[config.mk]
export PLATFORM = sky130hd
export DESIGN_NAME = circuit7_seq
export DESIGN_NICKNAME = d
export VERILOG_FILES = /design/src/rtl/circuit7_pkg.sv /design/src/rtl/circuit7_seq_div_iter.sv /design/src/rtl/circuit7_seq.sv
export SDC_FILE = /design/constraint.sdc
export NUM_CORES = 2
export LEC_CHECK = 0
export CORE_UTILIZATION = 50
export DETAILED_ROUTE_END_ITERATION = 16
export PLACE_DENSITY = 0.78
export SYNTH_ARGS = -nofsm -noshare
export SYNTH_HDL_FRONTEND = slang
export SYNTH_HIERARCHICAL = 1
export SYNTH_SLANG_ARGS = --single-unit
[constraint.sdc]
create_clock -name Clk -period 8.1 [get_ports Clk]
set_input_delay 1.62 -clock Clk [delete_from_list [all_inputs] [get_ports Clk]]
set_output_delay 1.62 -clock Clk [all_outputs]
set_load 0.02 [all_outputs]
[src/rtl/circuit7_pkg.sv]
// Shared types for circuit7_seq: controller state encoding and its width.
package circuit7_pkg;

   localparam int STATE_WIDTH = 2;

   typedef enum logic [STATE_WIDTH-1:0] {
      IDLE   = 2'd0,
      DIV_AB = 2'd1,
      DIV_CD = 2'd2,
      DONE   = 2'd3
   } StateT;

endpackage

[src/rtl/circuit7_seq_div_iter.sv]
// Restoring radix-2 divider: one quotient bit per cycle, DATAWIDTH cycles per job.
// The load edge already performs the first step, so valid follows DATAWIDTH edges after load.
module div_iter #(
   parameter int DATAWIDTH = 64
) (
   input  logic                 clock,
   input  logic                 resetN,
   input  logic                 load,
   input  logic [DATAWIDTH-1:0] dividend,
   input  logic [DATAWIDTH-1:0] divisor,
   output logic                 busy,
   output logic                 valid,
   output logic [DATAWIDTH-1:0] quotient,
   output logic [DATAWIDTH-1:0] remainder
);

   localparam int CW = $clog2(DATAWIDTH + 1);

   logic [DATAWIDTH-1:0] remReg;
   logic [DATAWIDTH-1:0] quoReg;
   logic [DATAWIDTH-1:0] divReg;
   logic [CW-1:0]        count;
   logic                 running;

   logic [DATAWIDTH-1:0] srcRem;
   logic [DATAWIDTH-1:0] srcQuo;
   logic [DATAWIDTH-1:0] srcDiv;
   logic [DATAWIDTH:0]   shifted;
   logic [DATAWIDTH+1:0] trial;
   logic                 fits;
   logic [DATAWIDTH-1:0] nextRem;
   logic [DATAWIDTH-1:0] nextQuo;

   // One restoring step; a true remainder never needs the guard bit, so a set guard bit in
   // the difference can only mean the trial subtraction went negative.
   always_comb begin
      srcRem  = load ? '0 : remReg;
      srcQuo  = load ? dividend : quoReg;
      srcDiv  = load ? divisor : divReg;
      shifted = {srcRem, srcQuo[DATAWIDTH-1]};
      trial   = {1'b0, shifted} - {2'b00, srcDiv};
      fits    = ~trial[DATAWIDTH+1] & ~trial[DATAWIDTH];
      nextRem = fits ? trial[DATAWIDTH-1:0] : shifted[DATAWIDTH-1:0];
      nextQuo = {srcQuo[DATAWIDTH-2:0], fits};
   end

   always_ff @(posedge clock or negedge resetN) begin
      if (!resetN) begin
         remReg  <= '0;
         quoReg  <= '0;
         divReg  <= '0;
         count   <= '0;
         running <= 1'b0;
      end else if (load) begin
         remReg  <= nextRem;
         quoReg  <= nextQuo;
         divReg  <= divisor;
         count   <= CW'(DATAWIDTH - 1);
         running <= 1'b1;
      end else if (running) begin
         if (count != '0) begin
            remReg <= nextRem;
            quoReg <= nextQuo;
            count  <= count - CW'(1);
         end else begin
            running <= 1'b0;
         end
      end
   end

   assign busy      = running && (count != '0);
   assign valid     = running && (count == '0);
   assign quotient  = quoReg;
   assign remainder = remReg;

endmodule

[src/rtl/circuit7_seq.sv]
// circuit7_seq: z = ((a mod b) == zero) ? a/b : c/d on one shared iterative divider.
// Define CIRCUIT7_SEQ_SKIP_EN to skip the c/d division when its result would be discarded.
import circuit7_pkg::*;

module circuit7_seq #(
   parameter int DATAWIDTH = 64
) (
   input  logic                 Clk,
   input  logic                 Rst,
   input  logic                 start,
   input  logic [DATAWIDTH-1:0] a,
   input  logic [DATAWIDTH-1:0] b,
   input  logic [DATAWIDTH-1:0] c,
   input  logic [DATAWIDTH-1:0] d,
   input  logic [DATAWIDTH-1:0] zero,
   output logic                 busy,
   output logic                 done,
   output logic [DATAWIDTH-1:0] z,
   output logic                 gEQz
);

   StateT state, nextState;

   logic [DATAWIDTH-1:0] cReg, dReg, zeroReg;
   logic [DATAWIDTH-1:0] eReg, fReg, gReg;
   logic                 divLoad, divBusy, divValid;
   logic [DATAWIDTH-1:0] divDividend, divDivisor, divQuo, divRem;

   div_iter #(.DATAWIDTH(DATAWIDTH)) divUnit (
      .clock    (Clk),
      .resetN   (Rst),
      .load     (divLoad),
      .dividend (divDividend),
      .divisor  (divDivisor),
      .busy     (divBusy),
      .valid    (divValid),
      .quotient (divQuo),
      .remainder(divRem)
   );

   always_ff @(posedge Clk or negedge Rst) begin
      if (!Rst) state <= IDLE;
      else      state <= nextState;
   end

   // a/b is loaded straight from the ports on the accepting edge; c/d come from the captured copies.
   always_comb begin
      nextState   = state;
      divLoad     = 1'b0;
      divDividend = a;
      divDivisor  = b;
      case (state)
         IDLE: begin
            if (start) begin
               divLoad   = 1'b1;
               nextState = DIV_AB;
            end
         end
         DIV_AB: begin
            if (divValid) begin
`ifdef CIRCUIT7_SEQ_SKIP_EN
               if (divRem == zeroReg) begin
                  nextState = DONE;
               end else begin
                  divLoad     = 1'b1;
                  divDividend = cReg;
                  divDivisor  = dReg;
                  nextState   = DIV_CD;
               end
`else
               divLoad     = 1'b1;
               divDividend = cReg;
               divDivisor  = dReg;
               nextState   = DIV_CD;
`endif
            end
         end
         DIV_CD: begin
            if (divValid) nextState = DONE;
         end
         DONE:    nextState = IDLE;
         default: nextState = IDLE;
      endcase
   end

   // Datapath registers; z and gEQz change only on the DONE edge, together with the done pulse.
   always_ff @(posedge Clk or negedge Rst) begin
      if (!Rst) begin
         cReg    <= '0;
         dReg    <= '0;
         zeroReg <= '0;
         eReg    <= '0;
         fReg    <= '0;
         gReg    <= '0;
         z       <= '0;
         gEQz    <= 1'b0;
         done    <= 1'b0;
      end else begin
         done <= 1'b0;
         if (state == IDLE && start) begin
            cReg    <= c;
            dReg    <= d;
            zeroReg <= zero;
         end
         if (state == DIV_AB && divValid) begin
            eReg <= divQuo;
            gReg <= divRem;
         end
         if (state == DIV_CD && divValid) begin
            fReg <= divQuo;
         end
         if (state == DONE) begin
            z    <= (gReg == zeroReg) ? eReg : fReg;
            gEQz <= (gReg == zeroReg);
            done <= 1'b1;
         end
      end
   end

   assign busy = (state != IDLE) || divBusy;

endmodule

**Word-level counts from Yosys, hierarchy flattened**

Cells that the tools add are included.

- Bitwise operators: 3
- Multiplexer cells: 29
- Equal/unequal tests: 7
- Add/subtract/negate cells: 2
- Reduce and logical (&&, ||, !) cells: 14

Operators by type and width:

| kind | count |
|---|---|
| 2-to-1 mux 64 bit | 15 |
| subtractor 65 x 64 -> 66 bit | 1 |
| == test 64 bit | 1 |
| 2-to-1 mux 7 bit | 3 |
| one-hot mux 2 bit (4 select lines) | 1 |
| zero test 7 bit | 1 |
| nonzero test 7 bit | 1 |
| subtractor 7 x 1 -> 7 bit (second input constant) | 1 |
| 2-to-1 mux 1 bit | 6 |
| 2-to-1 mux 2 bit | 3 |
| != test 2 bit (second input constant) | 3 |
| nonzero test 2 bit | 3 |
| logical AND 1 bit | 5 |
| == test 2 bit (second input constant) | 2 |
| AND reduction 3 bit | 1 |
| == test 2 x 1 -> 1 bit (second input constant) | 1 |
| zero test 2 bit | 1 |
| NOT 1 bit | 2 |
| one-hot mux 1 bit (2 select lines) | 1 |
| AND reduction 2 bit | 1 |
| AND 1 bit | 1 |
| logical OR 1 bit | 1 |

- Logic and storage cells: 70
- Register bits: 652
- Output and inout bits: 67
- Input bits: 323

**Longest topological paths before layout**

- Word-level depth: 12
- Gate-level depth with buffers: 27
- Mapped depth without buffers: 20

**Modules after synthesis**

Netlist, hierarchy kept.

Modules (own cells, without submodules):

| module | area an instance (µm²) | instances | cells each | sequential area each (µm²) |
|---|---|---|---|---|
| circuit7_seq | 19,482.4 | 1 | 1,336 | 11,310.8 |
| div_iter | 13,227.7 | 1 | 1,472 | 5,004.8 |

**Worst setup path after synthesis**

No wires, ideal clock.

- Kind: in2reg
- From: in start
- To: reg divUnit.remReg[54], in the netlist divUnit/remainder[54]
- Data required time: 7.974 ns
- Data arrival time: 6.510 ns
- Setup time: 0.126 ns
- Path slack: 1.464 ns
- Path buffers: 8
- Stages: 22
- Path through: nand2_1 clkbuf_1 clkbuf_1 nand2_1 clkbuf_1 clkbuf_1 clkbuf_1 buf_1 mux2i_1 ha_1 a2111oi_0 o21a_1 o21ai_1 a31oi_1 nor4_2 o211ai_1 and2_1 a211o_1 buf_4 buf_2 a211oi_1 a221o_1

- Longest elaborated chain between the ends: 10
- Elaborated cells between the ends (all ways): 16
- Those cells by class: add/sub (1); mux (9); bitwise (3); reduce/logical (3)

RTL lines:

| element | line | source |
|---|---|---|
| from (decl) | circuit7_seq.sv:10 | `input logic start,` |
| 2-to-1 mux 1 bit (*) | circuit7_seq.sv:54 | `if (start) begin` |
| one-hot mux 1 bit (2 select lines) (*) | circuit7_seq.sv:52 | `case (state)` |
| named net divLoad | circuit7_seq.sv:26 | `logic divLoad, divBusy, divValid;` |
| 2-to-1 mux 64 bit, on equally long branches | circuit7_seq_div_iter.sv:38, circuit7_seq_div_iter.sv:37, circuit7_seq_div_iter.sv:39 |  |
| subtractor 65 x 64 -> 66 bit | circuit7_seq_div_iter.sv:41 | `trial = {1'b0, shifted} - {2'b00, srcDiv};` |
| NOT 1 bit | circuit7_seq_div_iter.sv:42 | `fits = ~trial[DATAWIDTH+1] & ~trial[DATAWIDTH];` |
| AND 1 bit | circuit7_seq_div_iter.sv:42 |  |
| 2-to-1 mux 64 bit | circuit7_seq_div_iter.sv:43 | `nextRem = fits ? trial[DATAWIDTH-1:0] : shifted[DATAWIDTH-1:0];` |
| 2-to-1 mux 64 bit | circuit7_seq_div_iter.sv:61 | `if (count != '0) begin` |
| 2-to-1 mux 64 bit | circuit7_seq_div_iter.sv:60 | `end else if (running) begin` |
| 2-to-1 mux 64 bit | circuit7_seq_div_iter.sv:54 | `end else if (load) begin` |
| to (signal assigned) | circuit7_seq_div_iter.sv:55 | `remReg <= nextRem;` |
| to (signal assigned) | circuit7_seq_div_iter.sv:62 | `remReg <= nextRem;` |
| to (decl) | circuit7_seq_div_iter.sv:19 | `logic [DATAWIDTH-1:0] remReg;` |

Mark *: on every way through the listed nets, which the timed path passes. The rest lies on a longest branch. The select of a mux whose other input is x is not followed.
A chain may end at the register's enable or synchronous reset.

**Worst setup path in the final report**

- From: reg divUnit.count[3]
- To: reg divUnit.remReg[7], in the netlist divUnit/remainder[7]

- Longest elaborated chain between the ends: 12
- Elaborated cells between the ends (all ways): 23
- Those cells by class: add/sub (1); mux (13); bitwise (3); reduce/logical (6)

RTL lines:

| element | line | source |
|---|---|---|
| from (decl) | circuit7_seq_div_iter.sv:22 | `logic [CW-1:0] count;` |
| from (signal assigned) | circuit7_seq_div_iter.sv:58 | `count <= CW'(DATAWIDTH - 1);` |
| from (signal assigned) | circuit7_seq_div_iter.sv:64 | `count <= count - CW'(1);` |
| zero test 7 bit (*) | circuit7_seq_div_iter.sv:72 | `assign valid = running && (count == '0);` |
| logical AND 1 bit (*) | circuit7_seq_div_iter.sv:72 |  |
| named net divValid | circuit7_seq.sv:26 |  |
| 2-to-1 mux 1 bit (*) | circuit7_seq.sv:60 | `if (divValid) begin` |
| one-hot mux 1 bit (2 select lines) (*) | circuit7_seq.sv:52 |  |
| named net divLoad | circuit7_seq.sv:26 |  |
| 2-to-1 mux 64 bit, on equally long branches | circuit7_seq_div_iter.sv:38, circuit7_seq_div_iter.sv:37, circuit7_seq_div_iter.sv:39 |  |
| subtractor 65 x 64 -> 66 bit | circuit7_seq_div_iter.sv:41 |  |
| NOT 1 bit | circuit7_seq_div_iter.sv:42 |  |
| AND 1 bit | circuit7_seq_div_iter.sv:42 |  |
| 2-to-1 mux 64 bit | circuit7_seq_div_iter.sv:43 |  |
| 2-to-1 mux 64 bit | circuit7_seq_div_iter.sv:61 |  |
| 2-to-1 mux 64 bit | circuit7_seq_div_iter.sv:60 |  |
| 2-to-1 mux 64 bit | circuit7_seq_div_iter.sv:54 |  |

Marked as above.

==> impl_metrics.tcl <==
set metrics [dict create \
    status "complete, no violations" \
    clk_latency_ns 0.63 \
    syn_nets 3202 \
    firstDrtPassIters 5 \
    ctsHoldBuffers 0 \
    wl_per_cell_um 22.0 \
    cts_buffers 72 \
    cellPowerDensity_nw_per_um2 346 \
    synth_edf_count 0 \
    synth-async-reset-ratio 1.00 \
    htree_levels 3 \
    ir_drop_uv 180 \
    fin_setup_tns_ns 0 \
    max_cap_violations 0 \
    grt_antenna_before_repair 7 \
    synth_seq_cells 652 \
    ys.flop_type "dfrtp_1" \
    cts.sinks 652 \
    p_leak_nw 18.3 \
    post_cts_resize_count 0 \
    grt_max_degree 159 \
    top_layer "met5" \
    track_usage 0.269 \
    ctsRootBufferMaster "clkbuf_16" \
    finalCritPeriodShare 0.895 \
    wl_met3_um 5000 \
    setup_viol 0 \
    min_period_ns 7.25 \
    worstSetupStartpointType "register" \
    multiInputGateArea_um2 15300 \
    fp.dieW_um 258 \
    grt_first_pass_wirelength_um 140000 \
    antenna_left 0 \
    fillers 5072 \
    die_area_um2 66400 \
    setup_ws_ns 0.849 \
    crit_arrival_ns 7.70 \
    syn_inst 2808 \
    wl_met2_um 42200 \
    drt_iter0_markers 1664 \
    report.final.slew_viol_count 0 \
    crit_path_end_kind "register" \
    hold_viol_final 0 \
    worst_pin_slew_ns 1.14 \
    post-cts-setup-buffer-count 0 \
    nets 3519 \
    relSlewSlack 0.235 \
    routabilityCongestion 0.926 \
    fp.dieH_um 258 \
    worstPathMaxFanout 45 \
    pin_count 390 \
    clockBufferDepth 3 \
    core-area_um2 64600 \
    worst_ep_required_time_ns 8.55 \
    grt_pass1_vias 24500 \
    fmaxAchievable_mhz 138 \
    ys_types 78 \
    synth_warnings 6 \
    drive_above_1_share 0.203 \
    rsz0062_at_grt "false" \
    hpwl_um 63200 \
    drt-total-wl_um 88900 \
    tritoncts "built" \
    io_buffers 389 \
    skew_ns 0.0239 \
    vias 23100 \
    avgSynthCellArea_um2 11.6 \
    hold_class "reg -> reg" \
    fp-row-count 93 \
    wirelength_met1_um 38500 \
    worst-setup-path-type "reg -> reg" \
    grt_overflow 0 \
    pre_cts_slack_ns 0.667 \
    via_per_inst 5.73 \
    syn_area_um2 32700 \
    remaining_drc_errors 0 \
    area.sequential_um2 16300 \
    start_util 0.507 \
    area_delta_synth_final_pct 21.4 \
    clkTransAtPathRegs_ns 0.06 \
    ys_seq_area_frac 0.499 \
]
==> Yosys cell counts, types with 24 or more instances <==
cell	n	area [um^2]
nor2b_1	70	438
nand3_1	37	185
nor2_1	140	526
o21ai_0	114	571
a21o_1	25	188
nand4_1	24	150
nand2_1	161	604
dfrtp_1	652	16300
inv_1	85	319
mux2_2	476	5360
a21oi_1	142	711
ha_1	70	876
o22ai_1	25	156
mux2i_1	191	1910
xor2_1	94	823
clkbuf_1	131	492
xnor2_1	32	280
mux2_1	39	439
==> worst paths after layout <==
check,depth (start not counted),end,from,slack [ns]
max,18,divUnit/remainder[7],divUnit/count[3],0.85
min,2,divUnit/divReg[27],divUnit/divReg[27],0.48
max reg2reg,18,divUnit/remainder[7],divUnit/count[3],0.85
min reg2reg,2,divUnit/divReg[27],divUnit/divReg[27],0.48
max in group asynchronous,2,divUnit/divReg[49],Rst,5.52
min in group asynchronous,1,divUnit/quotient[20],Rst,1.03
==> cell families after synthesis <==
family,synth area share
buffers and inverters,0.0345
muxes,0.236
and+or+nand+nor,0.0771
adders and majority gates,0.0274
DFF,0.499
xor gates and xnor gates,0.0337
AOI/OAI and AO/OA,0.0928
==> sequential cells by signal, indices dropped and copies added (netlist names), 2 cells and up <==
register and cells:
divUnit/quotient 64, cReg 64, eReg 64, dReg 64, divUnit/count 7, fReg 64, z 64, divUnit/divReg 64
zeroReg 64, state 2, divUnit/remainder 64, gReg 64
==> cell usage in the layout (no fill, tap or decap), types with 32 or more instances in the layout <==
cell type / netlist / routed
nand2_1: 161 / 157
clkdlybuf4s50_1: 0 / 388
nand3_1: 37 / 37
xor2_1: 94 / 94
nor2b_1: 70 / 70
o21ai_0: 114 / 114
dfrtp_1: 652 / 652
mux2_2: 476 / 476
nor2_1: 140 / 139
ha_1: 70 / 69
inv_1: 85 / 85
a21oi_1: 142 / 142
mux2i_1: 191 / 191
xnor2_1: 32 / 32
clkbuf_16: 0 / 72
mux2_1: 39 / 39
==> report_power, final <==
group / switching, mW / internal [mW] / total [mW]
Sequential: 0.744 / 4.35 / 5.09
Combinational: 3.00 / 2.24 / 5.24
Clock: 1.36 / 2.03 / 3.39
Total: 5.11 / 8.61 / 13.7
==> layer usage <==
layer,GRT usage,vias up
li1,-,10700
met1,0.360,11600
met2,0.440,708
met3,0.0505,167
met4,0.0940,8
met5,0,-
==> stage by stage <==
stage / cell area [um^2] / instances / hold WS, ns / power [mW] / util
floorplan: 32700 / 2808 / 0.453 / 8.39 / -
global placement: 37200 / 3906 / 0.469 / 10.2 / 0.576
detailed placement: 37200 / 3906 / 0.474 / 10.3 / 0.576
CTS: 39700 / 4033 / 0.489 / 13.8 / 0.615
global route: 39700 / 4036 / 0.499 / 14.5 / 0.615
finish: 39700 / 4036 / 0.484 / 13.7 / 0.615
==> cell type report <==
type / instances / share of cell area
repair buffers: 415 / 0.106
clock inverters: 29 / 0.0102
diodes: 3 / 0.000189
inverters: 87 / 0.00829
well taps: 855 / 0.0269
flip-flops and latches: 652 / 0.411
clock buffers: 98 / 0.0521
multi-input cells: 1897 / 0.386
==> worst max-delay path, stage by stage (launching register included) <==
cell and delay [ns]:
dfrtp_1 0.42, nor4_1 0.41, nand3b_1 0.16, nor2_1 0.44, nand2_4 0.41, nand2_4 0.63, mux2i_1 0.31, ha_1 0.22
inv_1 0.07, fa_1 0.45, a211oi_1 0.40, o21a_1 0.26, o21ai_1 0.14, a31oi_1 0.52, nor4_2 0.15, o211ai_1 0.39
nand3_1 0.57, nand2_1 0.85, o221ai_1 0.25
(Power assumes the default switching activity.)
